`src/rtl/activation_scheduler.sv`:
```
// activation_scheduler
//   Round-robin arbiter that shares one activation datapath (table lookup /
//   interpolation) between N_REQ requesters. Only one operation is in flight
//   at a time. A granted z value is registered onto act_z. The datapath
//   result on act_a is captured LAT edges later. That result is then held on
//   res_a/res_tag until the consumer accepts it.
//
// Ports
//   clk        in   clock, rising edge
//   rst        in   synchronous active-high reset
//   req_valid  in   [N_REQ]     per-requester request strobe
//   req_z      in   [32*N_REQ]  per-requester signed z; requester i at [32i+31:32i]
//   req_ready  out  [N_REQ]     one-hot grant; only nonzero in IDLE
//   act_z      out  [32]        registered z driven to the shared datapath
//   act_a      in   [32]        datapath result, valid LAT cycles after act_z
//   res_valid  out  1           result available (DONE state)
//   res_a      out  [32]        captured result, bit-exact copy of act_a
//   res_tag    out  [2]         index of the requester owning res_a
//   res_ready  in   1           consumer accepts result
//   busy       out  1           high in every state except IDLE
module activation_scheduler #(
    parameter int unsigned N_REQ = 4,
    parameter int unsigned LAT   = 2
) (
    input  logic                 clk,
    input  logic                 rst,
    input  logic [N_REQ-1:0]     req_valid,
    input  logic [32*N_REQ-1:0]  req_z,
    output logic [N_REQ-1:0]     req_ready,
    output logic [31:0]          act_z,
    input  logic [31:0]          act_a,
    output logic                 res_valid,
    output logic [31:0]          res_a,
    output logic [1:0]           res_tag,
    input  logic                 res_ready,
    output logic                 busy
);

    typedef enum logic [1:0] {StIdle, StBusy, StDone} state_e;

    state_e      state_q, state_d;
    logic [1:0]  rr_ptr_q, rr_ptr_d;
    logic [3:0]  cnt_q, cnt_d;
    logic [31:0] act_z_q, act_z_d;
    logic [31:0] res_a_q, res_a_d;
    logic [1:0]  res_tag_q, res_tag_d;

    logic        grant_any;
    logic [1:0]  grant_idx;
    logic [1:0]  scan_idx;
    logic        accept;

    // Scan from the farthest offset down to offset 0 so the requester closest
    // to rr_ptr (searching upward with wrap) is the last one written and wins.
    always_comb begin
        grant_any = 1'b0;
        grant_idx = 2'd0;
        scan_idx  = 2'd0;
        for (int k = N_REQ - 1; k >= 0; k--) begin
            scan_idx = rr_ptr_q + 2'(k);
            if (req_valid[scan_idx]) begin
                grant_any = 1'b1;
                grant_idx = scan_idx;
            end
        end
    end

    // Grant is suppressed during reset so nothing can be consumed on a reset edge.
    always_comb begin
        req_ready = '0;
        if (state_q == StIdle && !rst && grant_any) begin
            req_ready = N_REQ'(1) << grant_idx;
        end
    end

    assign accept = |(req_valid & req_ready);

    always_comb begin
        state_d   = state_q;
        rr_ptr_d  = rr_ptr_q;
        cnt_d     = cnt_q;
        act_z_d   = act_z_q;
        res_a_d   = res_a_q;
        res_tag_d = res_tag_q;
        unique case (state_q)
            StIdle: begin
                if (accept) begin
                    act_z_d   = req_z[32*grant_idx +: 32];
                    res_tag_d = grant_idx;
                    cnt_d     = 4'(LAT);
                    state_d   = StBusy;
                end
            end
            StBusy: begin
                cnt_d = cnt_q - 4'd1;
                // Counter reaching 1 marks edge T+LAT: datapath output is settled.
                if (cnt_q == 4'd1) begin
                    res_a_d = act_a;
                    state_d = StDone;
                end
            end
            StDone: begin
                if (res_ready) begin
                    rr_ptr_d = res_tag_q + 2'd1;
                    state_d  = StIdle;
                end
            end
            default: state_d = StIdle;
        endcase
    end

    always_ff @(posedge clk) begin
        if (rst) begin
            state_q   <= StIdle;
            rr_ptr_q  <= 2'd0;
            cnt_q     <= 4'd0;
            act_z_q   <= 32'd0;
            res_a_q   <= 32'd0;
            res_tag_q <= 2'd0;
        end else begin
            state_q   <= state_d;
            rr_ptr_q  <= rr_ptr_d;
            cnt_q     <= cnt_d;
            act_z_q   <= act_z_d;
            res_a_q   <= res_a_d;
            res_tag_q <= res_tag_d;
        end
    end

    assign act_z     = act_z_q;
    assign res_a     = res_a_q;
    assign res_tag   = res_tag_q;
    assign res_valid = (state_q == StDone);
    assign busy      = (state_q != StIdle);

endmodule

```
`config.mk`:
```
export PLATFORM = sky130hd
export DESIGN_NAME = activation_scheduler
export DESIGN_NICKNAME = d
export VERILOG_FILES = /design/src/rtl/activation_scheduler.sv
export SDC_FILE = /design/constraint.sdc
export NUM_CORES = 1
export LEC_CHECK = 0
export BUFFER_PORTS_ARGS = -buffer_cell sky130_fd_sc_hd__buf_4
export CAP_MARGIN = 20
export CELL_PAD_IN_SITES_DETAIL_PLACEMENT = 1
export CELL_PAD_IN_SITES_GLOBAL_PLACEMENT = 1
export CORE_AREA = 2 2 100 174
export CTS_BUF_LIST = sky130_fd_sc_hd__clkbuf_8
export DETAILED_ROUTE_END_ITERATION = 6
export DIE_AREA = 0 0 102 176
export GPL_TIMING_DRIVEN = 0
export PLACE_DENSITY_LB_ADDON = 0.12
export SLEW_MARGIN = 0
export SYNTH_ARGS = -nofsm -noshare
export SYNTH_HDL_FRONTEND = slang
export SYNTH_SLANG_ARGS = --single-unit
```
`constraint.sdc`:
```
create_clock -name clk -period 2.4 [get_ports clk]
set_clock_uncertainty 0.2 [all_clocks]
set_input_delay 0.36 -clock clk [delete_from_list [all_inputs] [get_ports clk]]
set_output_delay 0.36 -clock clk [all_outputs]
set_load 0.05 [all_outputs]
```
After elaboration in Yosys (flattened, before gate mapping) --
Index checks and enable logic that the tools add are counted.
Storage, ports and cells: memory bits (read-only) 0, bits in latches 0, bits of input ports 167, memories 0, bits in registers 74, logic and storage cells 59, memory bits (writable) 0
Operators by class: bitwise logic cells 1, equality and inequality tests 6, magnitude comparators 4, shift operators 2, add/sub/neg operators 5, $mul 0, div/mod/pow operators 0, reduce and logical (&&, ||, !) cells 12, mux-type cells 23
Operators with widths (number):
- 128-bit by 8-bit indexed part select with 32-bit output | 1
- 2-bit two-way mux | 7
- 2-bit by 3-bit < comparator with 1-bit output, second input constant | 4
- 1-bit binary-select mux with 2-bit select | 4
- 1-bit two-way mux | 8
- 4-bit two-way mux | 2
- 4-bit case mux with 2 select lines | 1
- 2-bit AND reduction | 4
- 2-bit case mux with 3 select lines | 1
- 2-bit by 1-bit adder with 2-bit output, second input constant | 2
- 2-bit adder, second input constant | 2
- 4-bit AND | 1
- 4-bit by 1-bit == test with 1-bit output, second input constant | 1
- 2-bit inequality test, second input constant | 2
- 2-bit nonzero test | 2
- 4-bit OR reduction | 1
- 1-bit by 2-bit left shift with 4-bit output, first input constant | 1
- 4-bit by 1-bit subtractor with 4-bit output, second input constant | 1
- 3-bit AND reduction | 1
- 2-bit by 1-bit == test with 1-bit output, second input constant | 1
- 2-bit == test, second input constant | 1
- 1-bit logical AND | 2
- 2-bit logical NOT | 1
- 2-bit by 1-bit inequality test with 1-bit output, second input constant | 1
- 1-bit logical NOT | 1

Logic depth before layout (Yosys ltp) --
depth in word-level cells 13, gate-level depth with buffers 8

Least setup slack after synthesis --
OpenSTA, ideal clock, no wires.
path type input to output, from input req_valid[1], to output req_ready[2], cell stages on the path 5, data arrival time 2.128 ns, path slack -0.288 ns, path through nand2b_1 o22ai_4 nor2_8 buf_6 nor3_1
On the way: cells in the longest elaborated chain, start to end 8, elaborated cells between the ends (all ways) 19
RTL lines:
- from (decl) | line 27 | input logic [N_REQ-1:0] req_valid,
- 1-bit binary-select mux with 2-bit select | line 61 | if (req_valid[scan_idx]) begin
- 1-bit two-way mux (implied by the code) | line 61
- 2-bit two-way mux or 1-bit two-way mux (tied branches) (4 in a row) | line 61
- 1-bit by 2-bit left shift with 4-bit output or 1-bit logical AND (tied branches) | line 72, 71
- 4-bit two-way mux (*) | line 71 | if (state_q == StIdle && !rst && grant_any) begin
- to (decl) | line 29 | output logic [N_REQ-1:0] req_ready,
Every way passes the cells marked *; elsewhere a longest branch is shown, timed or not. The select of a mux whose other input is x is not followed.

Final worst setup path --
from register rr_ptr_q[1], to output req_ready[3]
On the way: cells in the longest elaborated chain, start to end 9, elaborated cells between the ends (all ways) 22
RTL lines:
- from (decl) | line 42 | logic [1:0] rr_ptr_q, rr_ptr_d;
- from (signal assigned) | line 122 | rr_ptr_q <= rr_ptr_d;
- 2-bit adder | line 60 | scan_idx = rr_ptr_q + 2'(k);
- 1-bit binary-select mux with 2-bit select | line 61
- 1-bit two-way mux (implied by the code) | line 61
- 2-bit two-way mux or 1-bit two-way mux (tied branches) (4 in a row) | line 61
- 1-bit by 2-bit left shift with 4-bit output or 1-bit logical AND (tied branches) | line 72, 71
- 4-bit two-way mux (*) | line 71
Marks and branches as above.

==> results.md <==
* Dominant cell type by area after synthesis: dfxtp_1
* CTS tree: done
* CTS root buf: clkbuf_8
* Critical path arrival at 1820 ps
* Status: finished, final reports clean
* Worst-Margin Slew at 581 ps
* Pwr per Cell Area at roughly 540 nW/um2
* CTS Buf Count at 9
* Maximum clock path buffer count at 2
* Adder-Cell Fraction of Synth Area at less than 1%
* First-pass GRT wire length at between 20000 and 30000 um
* Worst hold slack at 47.3 ps
* R2r worst-path depth at 9
* Number of diodes at 0
* Top area cells in the synthesized netlist: dfxtp_1 (37%), mux2_4 (10%), nand3_1 (8.1%)
* Gr usage total at 18.6%
* Core Area at 16400 um2
* Unrepaired setup endpoints after global routing: true
* I/O pin cnt at 239
* Ys async rst share at 0%
* Post-placement cell count at about 960
* CTS clock-pin slew for the worst setup and hold paths at 90 ps
* Xor and xnor area share after synthesis at 0.217%
* Yosys warns at 0
* H-Tree Depth at 3
* Vias at 4641
* Row count at 62
* Post-route minimum period at 2380 ps
* Synth Cell Area at 4040 um2
* Slew Limit Fails at 0
* Largest family of logic cells by synthesized area: simple AND/OR/NAND/NOR gates
* 1st-pass router iterations at 4
* Avg WL per Cell at 17.0 um
* # setup viols final at 0
* Max Cap Viol at 0
* CP endpoint kind: output pin
* Largest net degree at the start of global routing at 15
* Fin crit share at 99.3%
* R2R setup slack at between 100 and 150 ps
* Cells after Synth at 501
* Most frequent cell after synthesis: nor2_1
* Yosys cell types at 40
* Number of flops mapped to enable cells by yosys at 0
* Relative slew margins at 61.3%
* Final nets at 937
* Final Routed Wirelength at 16900 um
* Fraction of layout cells with a size suffix above 1 at around 45%
* Setup CP Type: flop to output pin
* Vias in the first global route at 5038
* VDD IR max at 248 uV
* Initial DRC Count at 94
* F_max at 419 MHz
* TritonCTS sink count at 74
* Yosys top cell area share at 36.7%
* GRT Residual Overflow at 0
* Clock Latency Late Sink at 350 ps
* GPL Wtd Cong at 0.723
* Post-Synth Simple-Gate Area at between 20% and 30%
* ANT nets after route at 0
* Startpoint types: flop
* Post-DP HPWL at 13100 um
* Worst-path fanout max at 5
* Fin. Hold Viols at 0
* Die width at between 100 and 150 um
* Area Growth Syn to Fin at 63.1%
* Leak at a little over 3 nW
* Hold Path Depth at 3
* CTS Hold Buffers Added at 0
* Final cell count without fillers at around 1000
* Avg Cell Area, Syn at 8.06 um2
* Via/cell ratio at 4.65
* Die height at 176 um
* Compound-gate portion of the synthesized area at between 10% and 20%
* Starting Density at 24.6%
* Die area at between 15000 and 20000 um2
* Commonest cells post-synth: nor2_1 (76), dfxtp_1 (74), nand2_1 (66)
* Seq/Total Area, Yosys at 36.7%
* Multiplexer share of the synthesized area at 12.0%
* Port bufs at around 240
* Top FF cell, synth: dfxtp_1
* Initial antenna violation count at 0
* #FFs+latches synth at 74
* Worst hold path class: input port to flop
* Worst EP required at 1840 ps
* DRC at 0
* Syn Nets at 670
==> cell type report <==
class | count | area [um2]
Clock inverter | 6 | 48.8
Sequential cell | 74 | 1490
Buffer | 39 | 196
Inverter | 3 | 11.3
Fill cell | 2079 | 9850
Timing Repair Buffer | 260 | 1990
Tap cell | 224 | 280
Multi-Input combinational cell | 381 | 2430
Clock buffer | 10 | 138
==> cell usage in the layout, fill, tap and decap left out, types with 2 or more instances in the layout <==
cell type	Yosys	layout
nand2b_1	2	2
dfxtp_1	74	70
o211a_1	32	32
buf_6	4	7
nand3_1	65	65
dfxtp_2	0	2
buf_8	0	3
inv_6	0	2
buf_1	2	2
a21oi_1	39	38
mux2_4	28	28
o22ai_4	1	2
buf_2	14	11
buf_4	0	253
nor2b_1	4	3
nor3_4	0	2
ha_1	2	2
clkinvlp_4	0	3
a22oi_1	2	2
mux2_2	5	5
or2_2	3	3
clkbuf_1	23	20
and3_1	2	2
nor2_1	76	75
nor3_1	4	2
dfxtp_4	0	2
clkbuf_8	0	10
nand2_1	66	65
o21ai_0	32	32
clkbuf_2	0	2
inv_1	3	3
==> worst max-delay path, cell delays in order, from the launching register on <==
cell and delay [ps]:
dfxtp_2 330, buf_6 120, mux2i_4 260, nor2_4 60, buf_8 120, nor3_4 220
nor2b_4 190, buf_8 150
==> registers in the layout, indices dropped and copies added, names as in the netlist <==
| signal | flops |
|---|---|
| cnt_q | 4 |
| state_q | 2 |
| act_z | 32 |
| rr_ptr_q | 2 |
| res_a | 32 |
| res_tag | 2 |
==> routing by layer <==
metal / share of wire, % / wire (um) / track usage (%) / vias up
li1: - / - / - / 2277
met3: 5.4 / 913 / 3.72 / 19
met5: 0 / 0 / 0 / -
met4: 2.0 / 331 / 5.50 / 0
met2: 57 / 9650 / 36.8 / 153
met1: 36 / 6030 / 18.7 / 2192
==> metrics by stage <==
step	area, um2	worst slack (ps)	utilization (%)	power [W]	setup TNS (ps)
floorplan	4050	75.9	-	0.00208	0
global placement	6120	-225	37.2	0.00253	-712
detailed placement	6120	-276	37.2	0.00256	-1290
CTS	6560	-5.89	39.9	0.00360	-5.89
global route	6590	-53.5	40.1	0.00373	-110
finish	6590	16.1	40.1	0.00353	0
==> final timing paths <==
kind | from | endpoint
min reg2reg | res_a[0] | res_a[0]
max | rr_ptr_q[1] | req_ready[3]
min | act_a[19] | res_a[19]
max reg2reg | rr_ptr_q[1] | act_z[19]
==> repair_timing <==
item / 4_1_cts / 5_1_grt
pin swaps: 8 / 5
setup buffers: 20 / 2
endpoints found under the hold margin: 0 / 0
endpoints found under the setup margin: 14 / 8
cloned: 0 / 0
gates resized for setup: 29 / 8
==> power breakdown <==
| group | total [W] | leakage [nW] | internal, W | switching [W] |
|---|---|---|---|---|
| logic | 0.00122 | 2.42 | 0.000540 | 0.000682 |
| registers | 0.00136 | 0.607 | 0.00131 | 0.0000473 |
| clock network | 0.000953 | 0.0855 | 0.000413 | 0.000541 |
| total | 0.00353 | 3.11 | 0.00226 | 0.00127 |
==> cell families (layout without fill, tap and decap cells) <==
family                     after synthesis  count (layout)
buffers and inverters                   46             318
and+or+nand+nor                        230             230
muxes                                   34              34
adders and majority gates                2               2
AOI/OAI and AO/OA                      114             114
DFF                                     74              74
xor gates and xnor gates                 1               1
Power figures use the tool's default switching activity.
